===== config.mk =====
export PLATFORM = sky130hd
export DESIGN_NAME = coin_acceptor
export DESIGN_NICKNAME = d
export VERILOG_FILES = /design/src/rtl/coin_acceptor_pkg.sv /design/src/rtl/coin_acceptor_fifo.sv /design/src/rtl/coin_acceptor.sv
export SDC_FILE = /design/constraint.sdc
export NUM_CORES = 1
export LEC_CHECK = 0
export BUFFER_PORTS_ARGS = -buffer_cell sky130_fd_sc_hd__buf_2
export CORE_MARGIN = 1
export CORE_UTILIZATION = 40
export DETAILED_ROUTE_END_ITERATION = 6
export GPL_TIMING_DRIVEN = 0
export PLACE_DENSITY_LB_ADDON = 0.05
export SYNTH_ARGS = -nofsm -noshare
export SYNTH_HDL_FRONTEND = slang
export SYNTH_SLANG_ARGS = --single-unit
export TNS_END_PERCENT = 100

===== constraint.sdc =====
create_clock -name clk -period 1.85 [get_ports clk]
set_input_delay 0 -clock clk [delete_from_list [all_inputs] [get_ports clk]]
set_output_delay 0 -clock clk [all_outputs]
set_load 0.01 [all_outputs]

===== src/rtl/coin_acceptor_pkg.sv =====
// Shared coin codes, channel indices and arbitration helpers for the coin acceptor.
// Coin codes match the ones the downstream soda DFA bench decodes.
package coin_acceptor_pkg;

  typedef enum logic [1:0] {
    COIN_NONE = 2'b00,
    COIN_1    = 2'b01,
    COIN_2    = 2'b10,
    COIN_5    = 2'b11
  } coin_t;

  localparam int NUM_CH = 3;
  localparam int CH_1   = 0;
  localparam int CH_2   = 1;
  localparam int CH_5   = 2;

  // Highest denomination wins when several channels are waiting.
  function automatic logic [NUM_CH-1:0] pick_channel(input logic [NUM_CH-1:0] req);
    logic [NUM_CH-1:0] sel;
    sel = '0;
    if (req[CH_5])      sel[CH_5] = 1'b1;
    else if (req[CH_2]) sel[CH_2] = 1'b1;
    else if (req[CH_1]) sel[CH_1] = 1'b1;
    return sel;
  endfunction

  function automatic coin_t channel_code(input logic [NUM_CH-1:0] sel);
    coin_t code;
    code = COIN_NONE;
    if (sel[CH_5])      code = COIN_5;
    else if (sel[CH_2]) code = COIN_2;
    else if (sel[CH_1]) code = COIN_1;
    return code;
  endfunction

endpackage


===== src/rtl/coin_acceptor_fifo.sv =====
// DEPTH x 2-bit synchronous FIFO holding coin codes between arbiter and emitter.
// A push is still accepted when full provided a pop happens in the same cycle.
module coin_fifo #(
  parameter int DEPTH = 4
) (
  input  logic                       clk,
  input  logic                       rst_n,
  input  logic                       push,
  input  logic                       pop,
  input  logic [1:0]                 din,
  output logic [1:0]                 dout,
  output logic                       full,
  output logic                       empty,
  output logic [$clog2(DEPTH+1)-1:0] count
);

  localparam int AW = $clog2(DEPTH);
  localparam int CW = $clog2(DEPTH + 1);

  logic [1:0]    mem [DEPTH];
  logic [AW-1:0] wr_ptr;
  logic [AW-1:0] rd_ptr;
  logic          do_push;
  logic          do_pop;

  assign empty   = (count == '0);
  assign full    = (count == CW'(DEPTH));
  assign do_pop  = pop && !empty;
  assign do_push = push && (!full || do_pop);
  assign dout    = mem[rd_ptr];

  // DEPTH is a power of two, so the pointers wrap naturally.
  always_ff @(posedge clk or negedge rst_n) begin
    if (!rst_n) begin
      wr_ptr <= '0;
      rd_ptr <= '0;
      count  <= '0;
      for (int i = 0; i < DEPTH; i++) mem[i] <= 2'b00;
    end else begin
      if (do_push) begin
        mem[wr_ptr] <= din;
        wr_ptr      <= wr_ptr + AW'(1);
      end
      if (do_pop) rd_ptr <= rd_ptr + AW'(1);
      unique case ({do_push, do_pop})
        2'b10:   count <= count + CW'(1);
        2'b01:   count <= count - CW'(1);
        default: ;
      endcase
    end
  end

endmodule


===== src/rtl/coin_acceptor.sv =====
// Coin sensor front end: sync + debounce per channel, pending flags, priority
// arbiter into a small FIFO, and a paced emitter of single-cycle coin pulses.
module coin_acceptor
  import coin_acceptor_pkg::*;
#(
  parameter int DEBOUNCE_CYCLES = 4,
  parameter int FIFO_DEPTH      = 4,
  parameter int GAP_CYCLES      = 1
) (
  input  logic                            clk,
  input  logic                            rst_n,
  input  logic                            coin1_raw,
  input  logic                            coin2_raw,
  input  logic                            coin5_raw,
  output logic                            in1,
  output logic                            in2,
  output logic                            in5,
  output logic                            reject,
  output logic [$clog2(FIFO_DEPTH+1)-1:0] pending
);

  localparam int DBW = $clog2(DEBOUNCE_CYCLES + 1);
  localparam int GW  = $clog2(GAP_CYCLES + 1);

  logic [1:0]        rst_sync;
  logic              rst_i;
  logic [NUM_CH-1:0] raw_vec;
  logic [NUM_CH-1:0] coin_evt;
  logic [NUM_CH-1:0] flag;
  logic [NUM_CH-1:0] push_sel;
  logic [NUM_CH-1:0] flag_clr;
  logic [NUM_CH-1:0] drop;
  logic [1:0]        push_code;
  logic [1:0]        pop_code;
  logic              push;
  logic              pop;
  logic              fifo_full;
  logic              fifo_empty;
  logic [GW-1:0]     gap_cnt;

  // Reset asserts asynchronously and releases on a clock edge.
  always_ff @(posedge clk or negedge rst_n) begin
    if (!rst_n) rst_sync <= '0;
    else        rst_sync <= {rst_sync[0], 1'b1};
  end
  assign rst_i = rst_sync[1];

  assign raw_vec = {coin5_raw, coin2_raw, coin1_raw};

  for (genvar g = 0; g < NUM_CH; g++) begin : g_chan
    logic           s1;
    logic           s2;
    logic           lvl;
    logic           lvl_q;
    logic [DBW-1:0] db_cnt;

    always_ff @(posedge clk or negedge rst_i) begin
      if (!rst_i) begin
        s1     <= 1'b0;
        s2     <= 1'b0;
        lvl    <= 1'b0;
        lvl_q  <= 1'b0;
        db_cnt <= '0;
      end else begin
        s1    <= raw_vec[g];
        s2    <= s1;
        lvl_q <= lvl;
        if (s2 != lvl) begin
          if (db_cnt == DBW'(DEBOUNCE_CYCLES - 1)) begin
            lvl    <= s2;
            db_cnt <= '0;
          end else begin
            db_cnt <= db_cnt + DBW'(1);
          end
        end else begin
          db_cnt <= '0;
        end
      end
    end

    // Only insertion (rising debounced level) counts as a coin.
    assign coin_evt[g] = lvl & ~lvl_q;
  end

  always_comb begin
    push_sel  = pick_channel(flag);
    push_code = channel_code(push_sel);
  end

  assign pop      = (gap_cnt == '0) && !fifo_empty;
  assign push     = (|flag) && (!fifo_full || pop);
  assign flag_clr = push ? push_sel : '0;
  assign drop     = coin_evt & flag & ~flag_clr;

  always_ff @(posedge clk or negedge rst_i) begin
    if (!rst_i) begin
      flag   <= '0;
      reject <= 1'b0;
    end else begin
      flag   <= (flag & ~flag_clr) | coin_evt;
      reject <= |drop;
    end
  end

  coin_fifo #(
    .DEPTH (FIFO_DEPTH)
  ) u_fifo (
    .clk   (clk),
    .rst_n (rst_i),
    .push  (push),
    .pop   (pop),
    .din   (push_code),
    .dout  (pop_code),
    .full  (fifo_full),
    .empty (fifo_empty),
    .count (pending)
  );

  // Gap counter is a down-counter; a pop is only allowed at terminal count.
  always_ff @(posedge clk or negedge rst_i) begin
    if (!rst_i) begin
      in1     <= 1'b0;
      in2     <= 1'b0;
      in5     <= 1'b0;
      gap_cnt <= '0;
    end else begin
      in1 <= pop && (pop_code == COIN_1);
      in2 <= pop && (pop_code == COIN_2);
      in5 <= pop && (pop_code == COIN_5);
      if (pop)                gap_cnt <= GW'(GAP_CYCLES);
      else if (gap_cnt != '0) gap_cnt <= gap_cnt - GW'(1);
    end
  end

endmodule


==> key figures, run 1 <==
STA
  • Worst slew margin: 37.0%
  • Final Hold Fails: 0
  • Worst Clk Skew: 2.27 ps
  • RSZ-0062 raised after global routing: true
  • Min cycle time layout: 1890 ps
  • Final Worst Setup Slack: -43.6 ps
  • Max Fclk: 528 MHz
  • Final worst path period share: 102%
  • Final Setup Violations: 1
  • Slew Limit Fails: 0
  • Worst Tran Pin Value: 944 ps

Critical path
  • Worst EP arrival: 2110 ps
  • Setup CP Type: register to register
  • CP Launch Type: register
  • CP Capture Type: register
  • Max FO, Critical Path: 2
  • Data required, critical path: 2070 ps

GRT
  • Vias in the first global route: 1166
  • GR Util All Layers: 14.3%
  • Initial antenna violation count: 0
  • Largest net degree at the start of global routing: 45
  • Gr ovfl total: 0
  • First-pass GRT wire length: 5.38 mm

Synthesis
  • FFs w/ async S/R, synth: 100%
  • Largest area contributor in the netlist: dfrtp_1
  • Syn avg cell area: 14.0 um2
  • Most common flop cell mapped by yosys: dfrtp_1
  • Most instantiated library cell after synthesis: dfrtp_1
  • Sequential area share after synthesis: 60.7%
  • Mapped Nets: 149
  • Mapped Area: 0.00190 mm2
  • Number of synthesized register bits: 46
  • Yosys top cell area share: 60.7%
  • Post-synthesis cell count: 135
  • Yosys warns: 0
  • Post-synthesis cell type count: 36
  • Synth area leaders: dfrtp_1, ha_1, mux2_2
  • Number of synthesized flops with an enable pin: 0
  • Commonest cells in the netlist: dfrtp_1, ha_1, inv_1, nor3b_1

Power and ir drop
  • Pint: 2.55 mW
  • Leak: 1.02 nW
  • Seq pwr share: 43.3%
  • Clock share of power: 15.7%
  • Switching share of power: 34.8%
  • Maximum vdd drop: 0.664 mV
  • Comb power frac: 41.0%
  • Pwr/cell area: 1770 mW/mm2
  • Psw: 1.36 mW

Status
  • Failing checks: negative setup slack
  • Outcome: complete, but fails checks

Die
  • Die ar.: 0.00502 mm2
  • # IOs: 12
  • Die Ht: 70.8 um
  • DIE WIDTH: 70.8 um
  • Rows: 24
  • Starting Density: 42.7%
  • Core area: 0.00444 mm2

Drt
  • DRT iter0 DRCs: 40
  • Pre-antenna DRT Iters: 6
  • Detail Route Antenna Nets: 0
  • Routed wire length: 3.07 mm
  • Residual DRC: 0
  • WL per Instance: 14.3 um
  • Avg Vias per Cell: 5.15
  • Vias: 1107

Clocking
  • Skew-Pair Late Insertion Delay: 290 ps
  • CTS tree: built
  • CTS root buffer: clkbuf_8
  • Clk pin slew, worst setup/hold paths: 80 ps
  • Clock buffer depth: 2
  • H-tree levels: 2
  • Num CTS Buffers: 5
  • CTS sink cnt: 46

Place
  • Pre-CTS setup slack: -176 ps
  • Cells after DPL: 198
  • Port Buffers: 11
  • Post-DP HPWL: 2.14 mm
  • Placer congestion estimate: 0.691

Flow run
  • Max Cap Viol: 0

Layout
  • Ant. Diodes: 0
  • Final std cells w/o fill: 215
  • Final #Nets: 176
  • Syn-to-layout area delta: 16.8%
  • Layout cells sized above 1: 27.6%

Hold path
  • Hold WC Path Type: input port to asynchronous set/reset pin
==> metal layers <==
metal,GRT usage (%),vias up,share of wire [%]
li1,-,529,-
met1,18.1,550,48
met2,22.4,22,46
met3,5.98,6,4.8
met4,4.22,0,1.7
met5,0,-,0
==> layout by cell type, fill, tap and decap left out, drive strengths merged, types with 2 or more instances in the layout <==
cell         count
xnor2            5
nand2b           3
o21ai            2
a21oi            4
xor2             4
ha               8
nor3b            7
mux4             2
inv              7
clkbuf           7
nor4b            2
buf             18
mux2             8
nand3            4
nor2b            3
dfrtp           46
nor3             7
nor2             2
nand2            3
a311oi           4
dlygate4sd3      4
==> timing repair <==
action,CTS,global route
gates resized for setup,2,0
setup buffers,5,0
endpoints found under the setup margin,2,2
hold endpoints to repair,5,0
hold buffers,4,0
cloned,0,0
pin swaps,3,0
==> kinds of logic (layout without fill, tap and decap cells) <==
group / after synthesis / count (layout) / share of synthesized area [%]
flops: 46 / 46 / 60.7
compound gates: 12 / 12 / 4.22
simple gates: 38 / 38 / 14.5
mux: 11 / 11 / 7.66
fa+ha+maj: 9 / 9 / 6.34
buf+inv: 9 / 37 / 2.24
other cells: 1 / 1 / 0.198
xor+xnor: 9 / 9 / 4.16
==> metrics by stage <==
stage	cell area [um2]	power [mW]	hold WS (ps)	TNS, ps	utilization (%)
floorplan	1920	2.84	-296	-74.5	-
global placement	2040	3.11	-215	-149	45.9
detailed placement	2040	3.23	-214	-211	46.0
CTS	2210	3.97	2.92	-59.4	49.8
global route	2210	4.24	6.55	-173	49.8
finish	2210	3.92	13.1	-43.6	49.8
==> path summary, 6_finish.rpt <==
check,from,end,slack (ps),cells past startpoint
max in group asynchronous,rst_sync[1],g_chan[2].db_cnt[1],840,0
max,flag[2],u_fifo.count[2],-40,9
min,rst_n,rst_sync[0],10,2
min reg2reg,g_chan[0].s1,g_chan[0].s2,350,0
min in group clk,coin5_raw,g_chan[2].s1,350,2
max reg2reg,flag[2],u_fifo.count[2],-40,9
==> power by group through the flow <==
stage          logic [mW]  registers [mW]  clock network (mW)
4_1_cts              1.62            1.70               0.643
2_1_floorplan        1.16            1.68                   0
3_5_place_dp         1.50            1.73                   0
6_report             1.60            1.70               0.615
5_1_grt              1.79            1.76               0.695
3_3_place_gp         1.41            1.70                   0
==> layout make-up <==
class	count	area, um2
flip-flops and latches	46	1150
clock inverters	1	5.00
plain buffers	2	22.5
fillers	402	2230
multi-input cells	80	724
clock buffers	7	86.3
inverters	7	26.3
repair buffers	20	133
well taps	52	65.1
==> critical path: stages, from the launching register on <==
cell	delay, ps
dfrtp_1	380
buf_6	110
or3_4	350
nand2_4	90
ha_4	130
inv_2	30
fa_2	320
xor2_1	150
nor2_1	110
xor2_1	150
==> registers in the layout, indices dropped and copies added, names as in the netlist, 2 cells and up <==
register / cells
g_chan.db_cnt: 9
g_chan.lvl: 3
g_chan.s2: 3
g_chan.lvl_q: 3
u_fifo.count: 3
flag: 3
g_chan.s1: 3
rst_sync: 2
u_fifo.mem: 8
u_fifo.wr_ptr: 2
u_fifo.rd_ptr: 2
No activity file was read; power rests on OpenSTA's default activity.
==> run 2, diff against run 1 <==
--- a/config.mk
+++ b/config.mk
@@ -6,6 +6,7 @@
 export NUM_CORES = 1
 export LEC_CHECK = 0
 export BUFFER_PORTS_ARGS = -buffer_cell sky130_fd_sc_hd__buf_2
+export CAP_MARGIN = 10
 export CORE_MARGIN = 1
 export CORE_UTILIZATION = 40
 export DETAILED_ROUTE_END_ITERATION = 6
==> constraint.sdc (replaced) <==
create_clock -name clk -period 1.57 [get_ports clk]
set_input_delay 0 -clock clk [delete_from_list [all_inputs] [get_ports clk]]
set_output_delay 0 -clock clk [all_outputs]
set_load 0.01 [all_outputs]
==> key figures, run 2 (synthesis gave the netlist of run 1 again) <==
Power and ir drop
  • Pint: 3.02 mW (+18%)
  • Switching share of power: 34.9% (+0.16 points)
  • Clock share of power: 15.6% (about the same)
  • Comb power frac: 40.9% (about the same)
  • Leak: 1.02 nW (+0.56%)
  • Total chip power: 4.64 mW (+18%)
  • Seq pwr share: 43.4% (about the same)
  • Psw: 1.62 mW (+19%)
  • Maximum vdd drop: 0.787 mV (+18%)
  • Pwr/cell area: 2080 mW/mm2 (+18%)

Drt
  • WL per Instance: 14.3 um (+0.15%)
  • DRT iter0 DRCs: 39 (-2.5%)
  • Detail Route Antenna Nets: 0 (unchanged)
  • Avg Vias per Cell: 5.17 (+0.35%)
  • Routed wire length: 3.09 mm (+0.62%)
  • Residual DRC: 0 (unchanged)
  • Vias: 1116 (+0.81%)
  • Pre-antenna DRT Iters: 6 (unchanged)

STA
  • Worst Tran Pin Value: 948 ps (+3.63 ps)
  • Max Fclk: 538 MHz (+1.9%)
  • Final Setup Violations: 3 (+2)
  • Final Worst Setup Slack: -288 ps (-244 ps)
  • Final Hold Fails: 0 (unchanged)
  • Slew Limit Fails: 0 (unchanged)
  • Final worst path period share: 118% (+16 points)
  • RSZ-0062 raised after global routing: true
  • Worst Clk Skew: 1.81 ps (-0.458 ps)
  • Min cycle time layout: 1860 ps (-36.1 ps)
  • Worst slew margin: 36.8% (-0.24 points)

Critical path
  • Worst R2R Setup Slack: -290 ps (-240 ps)
  • Worst EP arrival: 2080 ps (-30 ps)
  • CP Capture Type: register
  • Max FO, Critical Path: 4 (+2)
  • CP Launch Type: register
  • Data required, critical path: 1790 ps (-280 ps)
  • Reg2reg end: u_fifo.count[2]
  • R2R cell count: 8 (-1)
  • RR Startpoint: flag[1]
  • Setup CP Type: register to register
  • Worst setup path startpoint: flag[1]

Hold path
  • Hold WC Path Type: input port to asynchronous set/reset pin

Layout
  • Layout cells sized above 1: 28.0% (+0.44 points)
  • Commonest non-fill, non-tap cell in the layout: dfrtp_1
  • # fillers: 399 (-0.75%)
  • Most frequent cells in the layout: dfrtp_1, buf_2, nor3b_1, ha_1, buf_4
  • Post-route core utilization: 50.1% (+0.23 points)
  • Fin area: 0.00222 mm2 (+0.45%)
  • Ant. Diodes: 0 (unchanged)
  • Syn-to-layout area delta: 17.4%
  • Final #Nets: 177 (+0.57%)
  • Most flops, register: g_chan.db_cnt
  • Largest registers: g_chan.db_cnt x9, u_fifo.mem x8
  • Max FFs per register: 9 (unchanged)

Die
  • # IOs: 12 (unchanged)
  • Starting Density: 42.7% (unchanged)
  • DIE WIDTH: 70.8 um (unchanged)
  • Die ar.: 0.00502 mm2 (unchanged)
  • Die Ht: 70.8 um (unchanged)
  • Rows: 24 (unchanged)
  • Core area: 0.00444 mm2 (unchanged)

Place
  • Pre-CTS setup slack: -446 ps (-270 ps)
  • Port Buffers: 11 (unchanged)
  • DP Area: 0.00204 mm2 (unchanged)
  • Placer congestion estimate: 0.691 (about the same)
  • Post-DP HPWL: 2.14 mm (about the same)

GRT
  • Initial antenna violation count: 0 (unchanged)
  • First-pass GRT wire length: 5.38 mm (unchanged)
  • GR Util All Layers: 14.3% (unchanged)
  • Largest net degree at the start of global routing: 45 (unchanged)
  • Gr ovfl total: 0 (unchanged)
  • Vias in the first global route: 1166 (unchanged)

Clocking
  • Num CTS Buffers: 5 (unchanged)
  • H-tree levels: 2 (unchanged)
  • Clk pin slew, worst setup/hold paths: 80 ps (about the same)
  • CTS tree: built
  • Clock buffer depth: 2 (unchanged)
  • CTS sink cnt: 46 (unchanged)
  • Skew-Pair Late Insertion Delay: 290 ps (about the same)
  • CTS root buffer: clkbuf_8

Status
  • Failing checks: negative setup slack
  • Outcome: complete, but fails checks

Flow run
  • Max Cap Viol: 0 (unchanged)
## run 2: cell count changes in the layout (fill, tap and decap cells not counted)
cell	before	now
nor3_2	1	0
buf_4	5	7
buf_6	2	1
nor3_4	0	1
## run 2: worst max path at each step
stage	endpoint	slack, ps	depth (start not counted)
global placement	u_fifo.count[2]	-410	9
floorplan	u_fifo.count[2]	-350	9
detailed placement	u_fifo.count[2]	-450	9
global route	u_fifo.count[2]	-360	8
CTS	u_fifo.count[2]	-340	9
finish	u_fifo.count[2]	-290	8
## run 2: layer usage
layer  part of all wire [%]  routed length (um)  GRT usage (%)
met2                     46                1420           22.4
met5                      0                   0              0
met3                    4.2                 129           5.98
met1                     48                1490           18.1
met4                    1.7                  51           4.22
## run 2: stage by stage
stage / hold slack (ps) / instances / TNS [ps]
2_1_floorplan: -296 / 135 / -580
3_3_place_gp: -215 / 198 / -9650
4_1_cts: 2.92 / 215 / -598
3_5_place_dp: -214 / 198 / -751
5_1_grt: 6.55 / 216 / -711
6_report: 12.9 / 216 / -502
## run 2: final cells by class
| class | instances | area (um2) | share of cell area [%] |
|---|---|---|---|
| inverters | 7 | 26.3 | 1.18 |
| clock buffers | 7 | 86.3 | 3.88 |
| multi-input cells | 80 | 731 | 32.8 |
| well taps | 52 | 65.1 | 2.92 |
| repair buffers | 22 | 148 | 6.64 |
| plain buffers | 1 | 11.3 | 0.506 |
| clock inverters | 1 | 5.00 | 0.225 |
| flip-flops and latches | 46 | 1150 | 51.8 |
## run 2: critical path: stages (launching register included)
cell     delay [ps]
dfrtp_1         410
or3_4           400
nand2_4          90
ha_4            130
inv_2            30
fa_2            320
xor2_1          150
nor2_1          110
xor2_1          150
## run 2: power groups by stage
stage	combinational [mW]	sequential [mW]	clock, mW
global placement	1.67	2.00	0
detailed placement	1.77	2.04	0
finish	1.90	2.01	0.724
floorplan	1.37	1.98	0
CTS	1.91	2.01	0.758
global route	2.11	2.09	0.819
## run 2: timing repair
action	CTS	global route
endpoints found under the hold margin	5	0
pin swaps	3	1
gates resized for setup	1	1
setup buffers	5	2
hold buffers	4	0
setup endpoints to repair	2	7
